<file path="config.mk">
export PLATFORM = sky130hd
export DESIGN_NAME = mem_stage
export DESIGN_NICKNAME = d
export VERILOG_FILES = /design/src/rtl/cpu_pkg.sv /design/src/rtl/mem_wb_reg.sv /design/src/rtl/mem_stage.sv
export SDC_FILE = /design/constraint.sdc
export NUM_CORES = 1
export LEC_CHECK = 0
export CAP_MARGIN = 20
export CORE_ASPECT_RATIO = 0.6
export CORE_MARGIN = 5
export CORE_UTILIZATION = 32
export DETAILED_ROUTE_END_ITERATION = 7
export PLACE_DENSITY = 0.91
export SLEW_MARGIN = 20
export SYNTH_ARGS = -nofsm -noshare
export SYNTH_HDL_FRONTEND = slang
export SYNTH_SLANG_ARGS = --single-unit
export TNS_END_PERCENT = 1
</file>
<file path="constraint.sdc">
create_clock -name clk -period 1.7 [get_ports clk]
set_input_delay 0.34 -clock clk [delete_from_list [all_inputs] [get_ports clk]]
set_output_delay 0.34 -clock clk [all_outputs]
set_load 0.01 [all_outputs]
</file>
<file path="src/rtl/cpu_pkg.sv">
// Shared types and constants for the 16-bit five-stage pipeline.
package cpu_pkg;
  localparam int WORD_W     = 16;
  localparam int REG_ADDR_W = 4;

  typedef enum logic {IDLE, WAIT} state_t;

  typedef enum logic [1:0] {WB_ALU, WB_MEM, WB_BYTE, WB_PC} wb_sel_t;

  // PC-save wins over a load; a byte load narrows the memory result.
  function automatic wb_sel_t wb_select(input logic pcs, input logic memtoreg,
                                        input logic load_byte);
    if (pcs)                        return WB_PC;
    else if (memtoreg && load_byte) return WB_BYTE;
    else if (memtoreg)              return WB_MEM;
    else                            return WB_ALU;
  endfunction
endpackage

</file>
<file path="src/rtl/mem_wb_reg.sv">
// MEM/WB boundary register; a bubble clears the control and data fields.
module mem_wb_reg
  import cpu_pkg::*;
(
  input  logic                  clk,
  input  logic                  rst_n,
  input  logic                  bubble,
  input  logic [REG_ADDR_W-1:0] d_dest,
  input  logic [WORD_W-1:0]     d_wdata,
  input  logic                  d_regwrite,
  input  logic                  d_hlt,
  output logic [REG_ADDR_W-1:0] W_Destination,
  output logic [WORD_W-1:0]     W_WriteData,
  output logic                  W_RegWrite,
  output logic                  W_hlt
);
  logic [REG_ADDR_W-1:0] dest_q, dest_d;
  logic [WORD_W-1:0]     wdata_q, wdata_d;
  logic                  regwrite_q, regwrite_d;
  logic                  hlt_q, hlt_d;

  always_comb begin
    dest_d     = d_dest;
    wdata_d    = d_wdata;
    regwrite_d = d_regwrite;
    hlt_d      = d_hlt;
    if (bubble) begin
      dest_d     = '0;
      wdata_d    = '0;
      regwrite_d = 1'b0;
      hlt_d      = 1'b0;
    end
  end

  always_ff @(posedge clk) begin
    if (!rst_n) begin
      dest_q     <= '0;
      wdata_q    <= '0;
      regwrite_q <= 1'b0;
      hlt_q      <= 1'b0;
    end else begin
      dest_q     <= dest_d;
      wdata_q    <= wdata_d;
      regwrite_q <= regwrite_d;
      hlt_q      <= hlt_d;
    end
  end

  assign W_Destination = dest_q;
  assign W_WriteData   = wdata_q;
  assign W_RegWrite    = regwrite_q;
  assign W_hlt         = hlt_q;
endmodule

</file>
<file path="src/rtl/mem_stage.sv">
// Pipeline memory stage: req/ack data-memory access, stall, writeback select.
// Optional DMEM_TIMEOUT_EN forces completion of an unanswered access.
module mem_stage
  import cpu_pkg::*;
#(
  parameter int DMEM_TIMEOUT = 64
) (
  input  logic                  clk,
  input  logic                  rst_n,
  input  logic [REG_ADDR_W-1:0] M_Destination,
  input  logic [WORD_W-1:0]     M_ALUout,
  input  logic [WORD_W-1:0]     M_WriteData,
  input  logic [WORD_W-1:0]     M_Nxt_Pc,
  input  logic                  M_hlt,
  input  logic                  M_MemtoReg,
  input  logic                  M_MemRead,
  input  logic                  M_MemWrite,
  input  logic                  M_RegWrite,
  input  logic                  M_Pcs,
  input  logic                  M_load_byte,
  input  logic                  M_sw,
  output logic                  dmem_req,
  output logic                  dmem_we,
  output logic [WORD_W-1:0]     dmem_addr,
  output logic [WORD_W-1:0]     dmem_wdata,
  input  logic [WORD_W-1:0]     dmem_rdata,
  input  logic                  dmem_ack,
  output logic                  stall,
  output logic [REG_ADDR_W-1:0] W_Destination,
  output logic [WORD_W-1:0]     W_WriteData,
  output logic                  W_RegWrite,
  output logic                  W_hlt,
  output logic                  dmem_err
);
  state_t              state_q, state_d;
  logic                mem_op, done, timeout, regwrite;
  logic [WORD_W-1:0]   rdata_eff, wb_val;

`ifdef DMEM_TIMEOUT_EN
  localparam int CNT_W = $clog2(DMEM_TIMEOUT) + 1;
  logic [CNT_W-1:0] cnt_q, cnt_d;
  logic             err_q, err_d;

  // Counter idles at zero, so it is already cleared when WAIT is entered.
  always_comb begin
    timeout = (state_q == WAIT) && !dmem_ack && (cnt_q == CNT_W'(DMEM_TIMEOUT - 1));
    cnt_d   = (state_q == WAIT) ? cnt_q + 1'b1 : '0;
    err_d   = err_q | timeout;
  end

  always_ff @(posedge clk) begin
    if (!rst_n) begin
      cnt_q <= '0;
      err_q <= 1'b0;
    end else begin
      cnt_q <= cnt_d;
      err_q <= err_d;
    end
  end

  assign dmem_err = err_q;
`else
  assign timeout  = 1'b0;
  assign dmem_err = 1'b0;
`endif

  always_comb begin
    mem_op     = M_MemRead | M_MemWrite;
    dmem_req   = (state_q == WAIT) | mem_op;
    dmem_we    = dmem_req & M_MemWrite;
    dmem_addr  = M_ALUout;
    dmem_wdata = M_sw ? M_WriteData : {M_WriteData[7:0], M_WriteData[7:0]};
    done       = (dmem_req & dmem_ack) | timeout;
    stall      = dmem_req & ~done;

    state_d = state_q;
    case (state_q)
      IDLE:    if (mem_op && !dmem_ack) state_d = WAIT;
      WAIT:    if (done) state_d = IDLE;
      default: state_d = IDLE;
    endcase

    // A forced completion must not expose whatever is on the read bus.
    rdata_eff = timeout ? '0 : dmem_rdata;
    case (wb_select(M_Pcs, M_MemtoReg, M_load_byte))
      WB_PC:   wb_val = M_Nxt_Pc;
      WB_BYTE: wb_val = {8'h00, M_ALUout[0] ? rdata_eff[7:0] : rdata_eff[15:8]};
      WB_MEM:  wb_val = rdata_eff;
      default: wb_val = M_ALUout;
    endcase

    // A pure store never writes a register; read+write keeps M_RegWrite.
    regwrite = M_RegWrite & ~(M_MemWrite & ~M_MemRead);
  end

  always_ff @(posedge clk) begin
    if (!rst_n) state_q <= IDLE;
    else        state_q <= state_d;
  end

  mem_wb_reg u_mem_wb_reg (
    .clk          (clk),
    .rst_n        (rst_n),
    .bubble       (stall),
    .d_dest       (M_Destination),
    .d_wdata      (wb_val),
    .d_regwrite   (regwrite),
    .d_hlt        (M_hlt),
    .W_Destination(W_Destination),
    .W_WriteData  (W_WriteData),
    .W_RegWrite   (W_RegWrite),
    .W_hlt        (W_hlt)
  );
endmodule

</file>
# Yosys cells after proc, flatten, opt, wreduce, memory -nomap -nowiden
# Cells that the tools add are included.
[word_totals]
regBits = 23
input_bits = 79
out_inout_bits = 58
[classes]
reduce_logical = 4
mux = 9
bitwise = 12
eq_ne = 3
[ops]
columns = ["operator", "n"]
rows = [
  ["one-hot mux 16 bit (3 select lines)", 1],
  ["2-to-1 mux 16 bit", 1],
  ["2-to-1 mux 8 bit", 1],
  ["AND 1 bit", 5],
  ["NOT 1 bit", 5],
  ["equality test 2 bit (second input constant)", 2],
  ["2-to-1 mux 2 bit", 2],
  ["2-to-1 mux 1 bit", 3],
  ["equality test 2 x 1 -> 1 bit (second input constant)", 1],
  ["logical AND 1 bit", 2],
  ["OR 1 bit", 2],
  ["one-hot mux 1 bit (2 select lines)", 1],
  ["OR reduction 2 bit", 1],
  ["zero test 1 bit", 1],
]

# Longest topological paths before layout
# Gate-level depths: netlist of the first run.
[depth]
ltp_word = 6
depth_mapped = 5
mapped_depth_nobuf = 3

# Cells and area by module
# Synthesis of the first run repeated with hierarchy kept, for this count alone.
[unflattened]
cells_unflattened = 158
area_unflattened_um2 = 1425.1
[by_module_without_submodules]
columns = ["mod", "n_inst", "cells_each", "area_each_um2", "seq_area_each_um2"]
rows = [
  ["mem_stage", 1, 110, 764.5, 20.0],
  ["mem_wb_reg", 1, 48, 660.6, 440.4],
]

# Worst setup path after synthesis of the first run
# No wires, ideal clock.
[synth_path]
kind = "input to output"
startpoint = "input M_sw"
endpoint = "output dmem_wdata[10]"
t_arrival_ns = 1.001
required_ns = 1.360
path_slack_ns = 0.359
path_stages = 2
cell_sequence = "clkbuf_1 mux2_2"
[synth_between]
elab_chain_len = 1
[synth_rtl]
columns = ["item", "line", "source"]
rows = [
  ["start, declared", "mem_stage.sv:21", "input logic M_sw,"],
  ["2-to-1 mux 16 bit", "mem_stage.sv:72", "dmem_wdata = M_sw ? M_WriteData : {M_WriteData[7:0], M_WriteData[7:0]};"],
  ["end, declared", "mem_stage.sv:25", "output logic [WORD_W-1:0] dmem_wdata,"],
]
# Every way passes these cells.

# Final worst setup path of the first run
[layout_path]
startpoint = "input M_sw"
endpoint = "output dmem_wdata[14]"
# The elaborated chain is that of the path after synthesis.

==> summary.md, run 1 <==
| Metric | Value |
|---|---|
| Synth-to-layout area growth | 102% |
| Status | complete, but fails checks |
| Root buffer cell | clkbuf_8 |
| Register bit total from synthesis | 23 |
| WL met2 | 2.84 mm |
| Row count | 18 |
| Largest net degree at the start of global routing | 22 |
| Global-route wire length before repair | 8.36 mm |
| Crit path time final | 1760 ps |
| Net Sw Power | 398 uW |
| Slowest cell on the critical path | clkdlybuf4s50_1 |
| Setup crit end kind | output port |
| TritonCTS clock tree | yes |
| Highest routed layer | met4 |
| Total routed wirelength | 5.67 mm |
| Synth unique cells | 23 |
| Synthesized Nets | 243 |
| Crit Reg-Reg Startpoint | state_q |
| Synthesized cell area | 1400 um2 |
| Residual DRC count | 0 |
| R2R depth | 4 |
| First DRT Iteration DRCs | 42 |
| Crit path largest cell delay | 470 ps |
| Clock transition at path regs | 80 ps |
| Clock Tree Buf Depth | 2 |
| Final Util | 67.7% |
| Worst vdd ir | 0.277 mV |
| Port Buffers | 135 |
| Core footprint | 4170 um2 |
| Lkg Pwr | 0.00120 uW |
| Hold_buf cts | 0 |
| Congestion Overflow GR | 0 |
| Crit Path Category | input pin to output port |
| Hold_sp | M_MemRead |
| Fraction of layout cells with a size suffix above 1 | 20.7% |
| Setup ws final | -64.3 ps |
| Initial core utilization | 33.5% |
| # IOs | 137 |
| Yosys Warn Count | 0 |
| Max Cap Viol | 0 |
| Pint | 1110 uW |
| Worst min path class | input pin to flip-flop |
| Maximum clock rate | 567 MHz |
| CTS buffer count | 3 |
| Clk_lat worst skew | 260 ps |
| Detailed Routing Iterations Pass 1 | 4 |
| DR vias/cell | 4.63 |
| Routed len/inst | 16.0 um |
| Critical Path RT | 1360 ps |
| Worst reg2reg setup slack | 560 ps |
| CP Launch Point | M_sw |
| CTS H-tree depth | 1 |
| Seq/Total Area, Yosys | 33.0% |
| Max FO, Critical Path | 8 |
| Sw frac | 26.3% |
| Syn Inst Count | 164 |
| Pwr dens | 536 nW/um2 |
| Final Wtd Congestion | 0.795 |
| Final ANT Viol Nets | 0 |
| CP arrival | 1420 ps |
| Mean Syn Cell Area | 8.51 um2 |
| Vias in the first global route | 1745 |
| Logic gate share of total power | 39.4% |
| Die ar. | 5820 um2 |
| Fin crit share | 104% |
| GRT Util Overall | 18.8% |
| Hold path cells | 3 |
| Wire length on met3 | 490 um |
| Most frequent cells in the layout | clkdlybuf4s50_1, buf_4, dlygate4sd2_1 |
| N_diodes | 0 |
| Final Max Slew Viols | 0 |
| Startpoint Class | input pin |
| Initial antenna violation count | 0 |
| Clk_skew | 2.48 ps |
| RSZ-0062 raised after global routing | true |
| HPWL after DPL | 4.81 mm |
| Setup Viol. Count Final | 8 |
| Most numerous cell on the critical path | buf_6 |
| Fin. Hold Viols | 0 |
| Vias | 1640 |
| DIE WIDTH | 95.2 um |
| Clock share of power | 22.2% |
| Final Power | 1510 uW |
| Failing checks | setup timing |
| Crit Reg-Reg Endpoint | u_mem_wb_reg.W_WriteData[4] |
| # clock sinks | 23 |
| Most common cell after layout, fill and taps aside | clkdlybuf4s50_1 |
| Flop pwr share | 38.4% |
| Die Y | 61.1 um |
| NumNets Final | 374 |
| M1 wire length | 2.26 mm |
| Critical-path cell list | clkdlybuf4s50_1 -> buf_6 -> mux2_2 -> buf_6 |
| WHS Endpoint | u_mem_wb_reg.W_RegWrite |
layer usage:
layer / track usage (%) / vias up
li1: - / 799
met1: 22.0 / 748
met2: 34.6 / 83
met3: 4.88 / 10
met4: 5.54 / 0
met5: 0 / -
Yosys cell counts:
| master | n | area [um2] |
|---|---|---|
| o21ai_2 | 1 | 8.76 |
| nor2_1 | 15 | 56.3 |
| buf_6 | 2 | 22.5 |
| a221oi_1 | 8 | 70.1 |
| clkbuf_1 | 3 | 11.3 |
| inv_1 | 8 | 30.0 |
| nand2b_1 | 1 | 6.26 |
| o21ai_0 | 1 | 5.00 |
| clkinv_2 | 1 | 5.00 |
| a211oi_1 | 8 | 60.1 |
| nor2b_1 | 6 | 37.5 |
| and2_1 | 1 | 6.26 |
| mux2_2 | 16 | 180 |
| and3b_1 | 1 | 8.76 |
| conb_1 | 1 | 3.75 |
| buf_4 | 28 | 210 |
| nand2_1 | 8 | 30.0 |
| nor3_1 | 16 | 80.1 |
| dfxtp_1 | 23 | 460 |
| nor3_2 | 1 | 10.0 |
| and2b_1 | 3 | 22.5 |
| o22ai_1 | 8 | 50.1 |
| buf_2 | 4 | 20.0 |
what timing repair did:
item | CTS | global route
resized for setup | 68 | 4
endpoints found under the setup margin | 32 | 19
pin swaps | 1 | 0
cloned | 0 | 0
setup buffers | 0 | 0
worst max path at each step:
stage / endpoint / slack [ps] / cells past startpoint
2_1_floorplan: dmem_wdata[10] / 360 / 2
5_1_grt: dmem_wdata[14] / -100 / 4
4_1_cts: dmem_wdata[14] / -60 / 4
3_5_place_dp: dmem_wdata[14] / -440 / 4
3_3_place_gp: dmem_wdata[11] / -400 / 4
6_report: dmem_wdata[14] / -60 / 4
worst max-delay path: cells and delay by family:
| family | cells | cell delay [ps] |
|---|---|---|
| buffers and inverters | 3 | 730 |
| muxes | 1 | 350 |
logic make-up (layout without fill, tap and decap cells):
kind of cell	count (synthesis)	in the layout	share of synthesized area [%]
DFF	23	23	33.0
other	1	1	0.269
and+or+nand+nor	52	52	18.5
AOI/OAI and AO/OA	26	26	13.9
buffers and inverters	46	176	21.4
muxes	16	16	12.9
flip-flops by register name, summed over array words and instances (netlist names):
register                    count
u_mem_wb_reg.W_WriteData       16
u_mem_wb_reg.W_Destination      4
u_mem_wb_reg.W_RegWrite         1
state_q                         1
u_mem_wb_reg.W_hlt              1
cell type report:
type	instances	area [um2]
clock buffers	3	41.3
clock inverters	1	5.00
fillers	354	1340
inverters	9	35.0
multi-input cells	95	644
flip-flops and latches	23	460
well taps	60	75.1
repair buffers	163	1560
power by group through the flow:
stage / registers, uW / clock network [uW] / logic [uW]
global route: 583 / 380 / 637
global placement: 591 / 0 / 604
finish: 580 / 336 / 596
floorplan: 609 / 0 / 215
detailed placement: 593 / 0 / 615
CTS: 581 / 349 / 602
per-stage QoR:
stage	TNS (ps)	cell area [um2]	std cells	hold WS (ps)	setup WS, ps
after detailed placement	-5890	2780	350	673	-439
after CTS	-448	2810	354	523	-63.8
after global routing	-707	2820	354	598	-95.5
after global placement	-4980	2780	350	634	-398
final	-451	2820	354	529	-64.3
after floorplan	0	1400	164	452	359
Note: power is estimated with default switching activity, not from simulation.
==> run 2: changes to the inputs <==
--- a/config.mk
+++ b/config.mk
@@ -8,9 +8,10 @@
 export CAP_MARGIN = 20
 export CORE_ASPECT_RATIO = 0.6
 export CORE_MARGIN = 5
-export CORE_UTILIZATION = 32
+export CORE_UTILIZATION = 55
 export DETAILED_ROUTE_END_ITERATION = 7
-export PLACE_DENSITY = 0.91
+export DONT_BUFFER_PORTS = 1
+export PLACE_DENSITY = 0.75
 export SLEW_MARGIN = 20
 export SYNTH_ARGS = -nofsm -noshare
 export SYNTH_HDL_FRONTEND = slang
==> run 2 against run 1 <==
Net effect: the run now ends clean; clock power decreased by 1%; core utilization down 18 points; via count shrank 35%; register-to-register slack better by 40 ps; critical path depth fell by 2; wire length is 32% lower; largest power group is now registers.
==> summary.md, run 2 (synthesis gave the netlist of run 1 again) <==
| Metric | Value |
|---|---|
| Final Max Slew Viols | 0 |
| Fin area | 1240 um2 |
| Highest routed layer | met4 |
| Startpoint Class | flip-flop |
| Worst reg2reg setup slack | 600 ps |
| Die ar. | 3680 um2 |
| Post-CTS Setup Bufs | 0 |
| Status | completed |
| Synth-to-layout area growth | -11.2% |
| # clock sinks | 23 |
| Logic gate share of total power | 14.2% |
| Sw frac | 24.9% |
| Wire length on met3 | 615 um |
| Pint | 816 uW |
| DR vias/cell | 6.46 |
| Detailed Routing Iterations Pass 1 | 4 |
| Residual DRC count | 0 |
| Initial core utilization | 56.5% |
| Die Y | 49.0 um |
| Critical Path RT | 1360 ps |
| Worst min path class | input pin to flip-flop |
| Post-CTS sizing | 0 |
| Row count | 14 |
| Routed len/inst | 23.3 um |
| Max reg flops | 16 |
| Root buffer cell | clkbuf_8 |
| Crit Path Category | flip-flop to output port |
| Core footprint | 2470 um2 |
| Hold_buf cts | 0 |
| Slowest cell on the critical path | dfxtp_1 |
| Setup tns final | 0 ps |
| Total routed wirelength | 3.88 mm |
| Net Sw Power | 270 uW |
| TritonCTS clock tree | yes |
| Setup crit end kind | output port |
| Clock transition at path regs | 80 ps |
| Fin crit share | 71.8% |
| Area after DPL | 1190 um2 |
| CP arrival | 880 ps |
| DIE WIDTH | 75.0 um |
| Flop pwr share | 55.3% |
| Pwr dens | 877 nW/um2 |
| N_diodes | 0 |
| Max Cap Viol | 0 |
| Lkg Pwr | 0.000467 uW |
| HPWL after DPL | 3.13 mm |
| Clk_skew | 0.731 ps |
| Global-route wire length before repair | 5.81 mm |
| WL met2 | 1.92 mm |
| Port Buffers | 0 |
| GRT Util Overall | 20.6% |
| Most frequent cells in the layout | dfxtp_1, mux2_2, nor3_1 |
| Initial antenna violation count | 0 |
| NumNets Final | 214 |
| Fin. Hold Viols | 0 |
| Clock Tree Buf Depth | 2 |
| Max FO, Critical Path | 3 |
| Largest net degree at the start of global routing | 23 |
| M1 wire length | 1.31 mm |
| Most common cell after layout, fill and taps aside | dfxtp_1 |
| Worst vdd ir | 0.255 mV |
| Clk_lat worst skew | 260 ps |
| Maximum clock rate | 820 MHz |
| Final Power | 1090 uW |
| Final ANT Viol Nets | 0 |
| CTS buffer count | 3 |
| Crit path largest cell delay | 310 ps |
| CTS H-tree depth | 1 |
| Vias in the first global route | 1105 |
| Hold path cells | 2 |
| Vias | 1072 |
| Setup Viol. Count Final | 0 |
| Final Wtd Congestion | 0.837 |
| RSZ-0062 raised after global routing | false |
| Critical-path cell list | nor3_2 -> nor2_1 |
| Fraction of layout cells with a size suffix above 1 | 18.7% |
| Congestion Overflow GR | 0 |
| # IOs | 137 |
| First DRT Iteration DRCs | 47 |
| Clock share of power | 30.5% |
| R2R depth | 4 |
| Crit path time final | 1220 ps |
run 2: changes by cell type in the layout (fill, tap and decap cells not counted), moves of 3 or more:
| cell | previous run | this run |
|---|---|---|
| buf_4 | 27 | 3 |
| buf_6 | 9 | 0 |
| dlymetal6s2s_1 | 3 | 0 |
| clkdlybuf4s50_1 | 98 | 0 |
| dlygate4sd2_1 | 25 | 0 |
run 2: area by class of cell:
class | count | area [um2]
repair buffers | 3 | 22.5
multi-input cells | 95 | 636
well taps | 32 | 40.0
inverters | 9 | 35.0
clock buffers | 4 | 45.0
flip-flops and latches | 23 | 460
fillers | 225 | 1230
run 2: layer usage:
layer	vias up	track usage, %
met5	-	0
met4	0	4.14
met3	6	11.1
met2	87	35.4
met1	501	22.1
li1	478	-
run 2: power by group through the flow:
stage / combinational, uW / sequential (uW) / clock (uW)
detailed placement: 153 / 615 / 0
global route: 171 / 605 / 365
global placement: 147 / 614 / 0
CTS: 154 / 602 / 335
floorplan: 215 / 609 / 0
finish: 154 / 601 / 331
run 2: critical path: cells and delay by family (launching register included):
kind | cells | cell delay (ps)
and+or+nand+nor | 2 | 310
DFF | 1 | 310
run 2: final timing paths:
| check | from | end |
|---|---|---|
| worst max-delay path | state_q | stall |
| worst min-delay path | M_Destination[2] | u_mem_wb_reg.W_Destination[2] |
| worst max register to register | state_q | u_mem_wb_reg.W_WriteData[5] |
| worst min register to register | state_q | state_q |
run 2: stage by stage:
| step | hold WS, ps | cells | worst slack, ps | util, % |
|---|---|---|---|---|
| after floorplan | 452 | 164 | 359 | - |
| after global placement | 455 | 162 | 567 | 48.3 |
| after detailed placement | 456 | 162 | 490 | 48.3 |
| after CTS | 179 | 166 | 474 | 50.2 |
| after global routing | 189 | 166 | 431 | 50.2 |
| final | 182 | 166 | 480 | 50.2 |
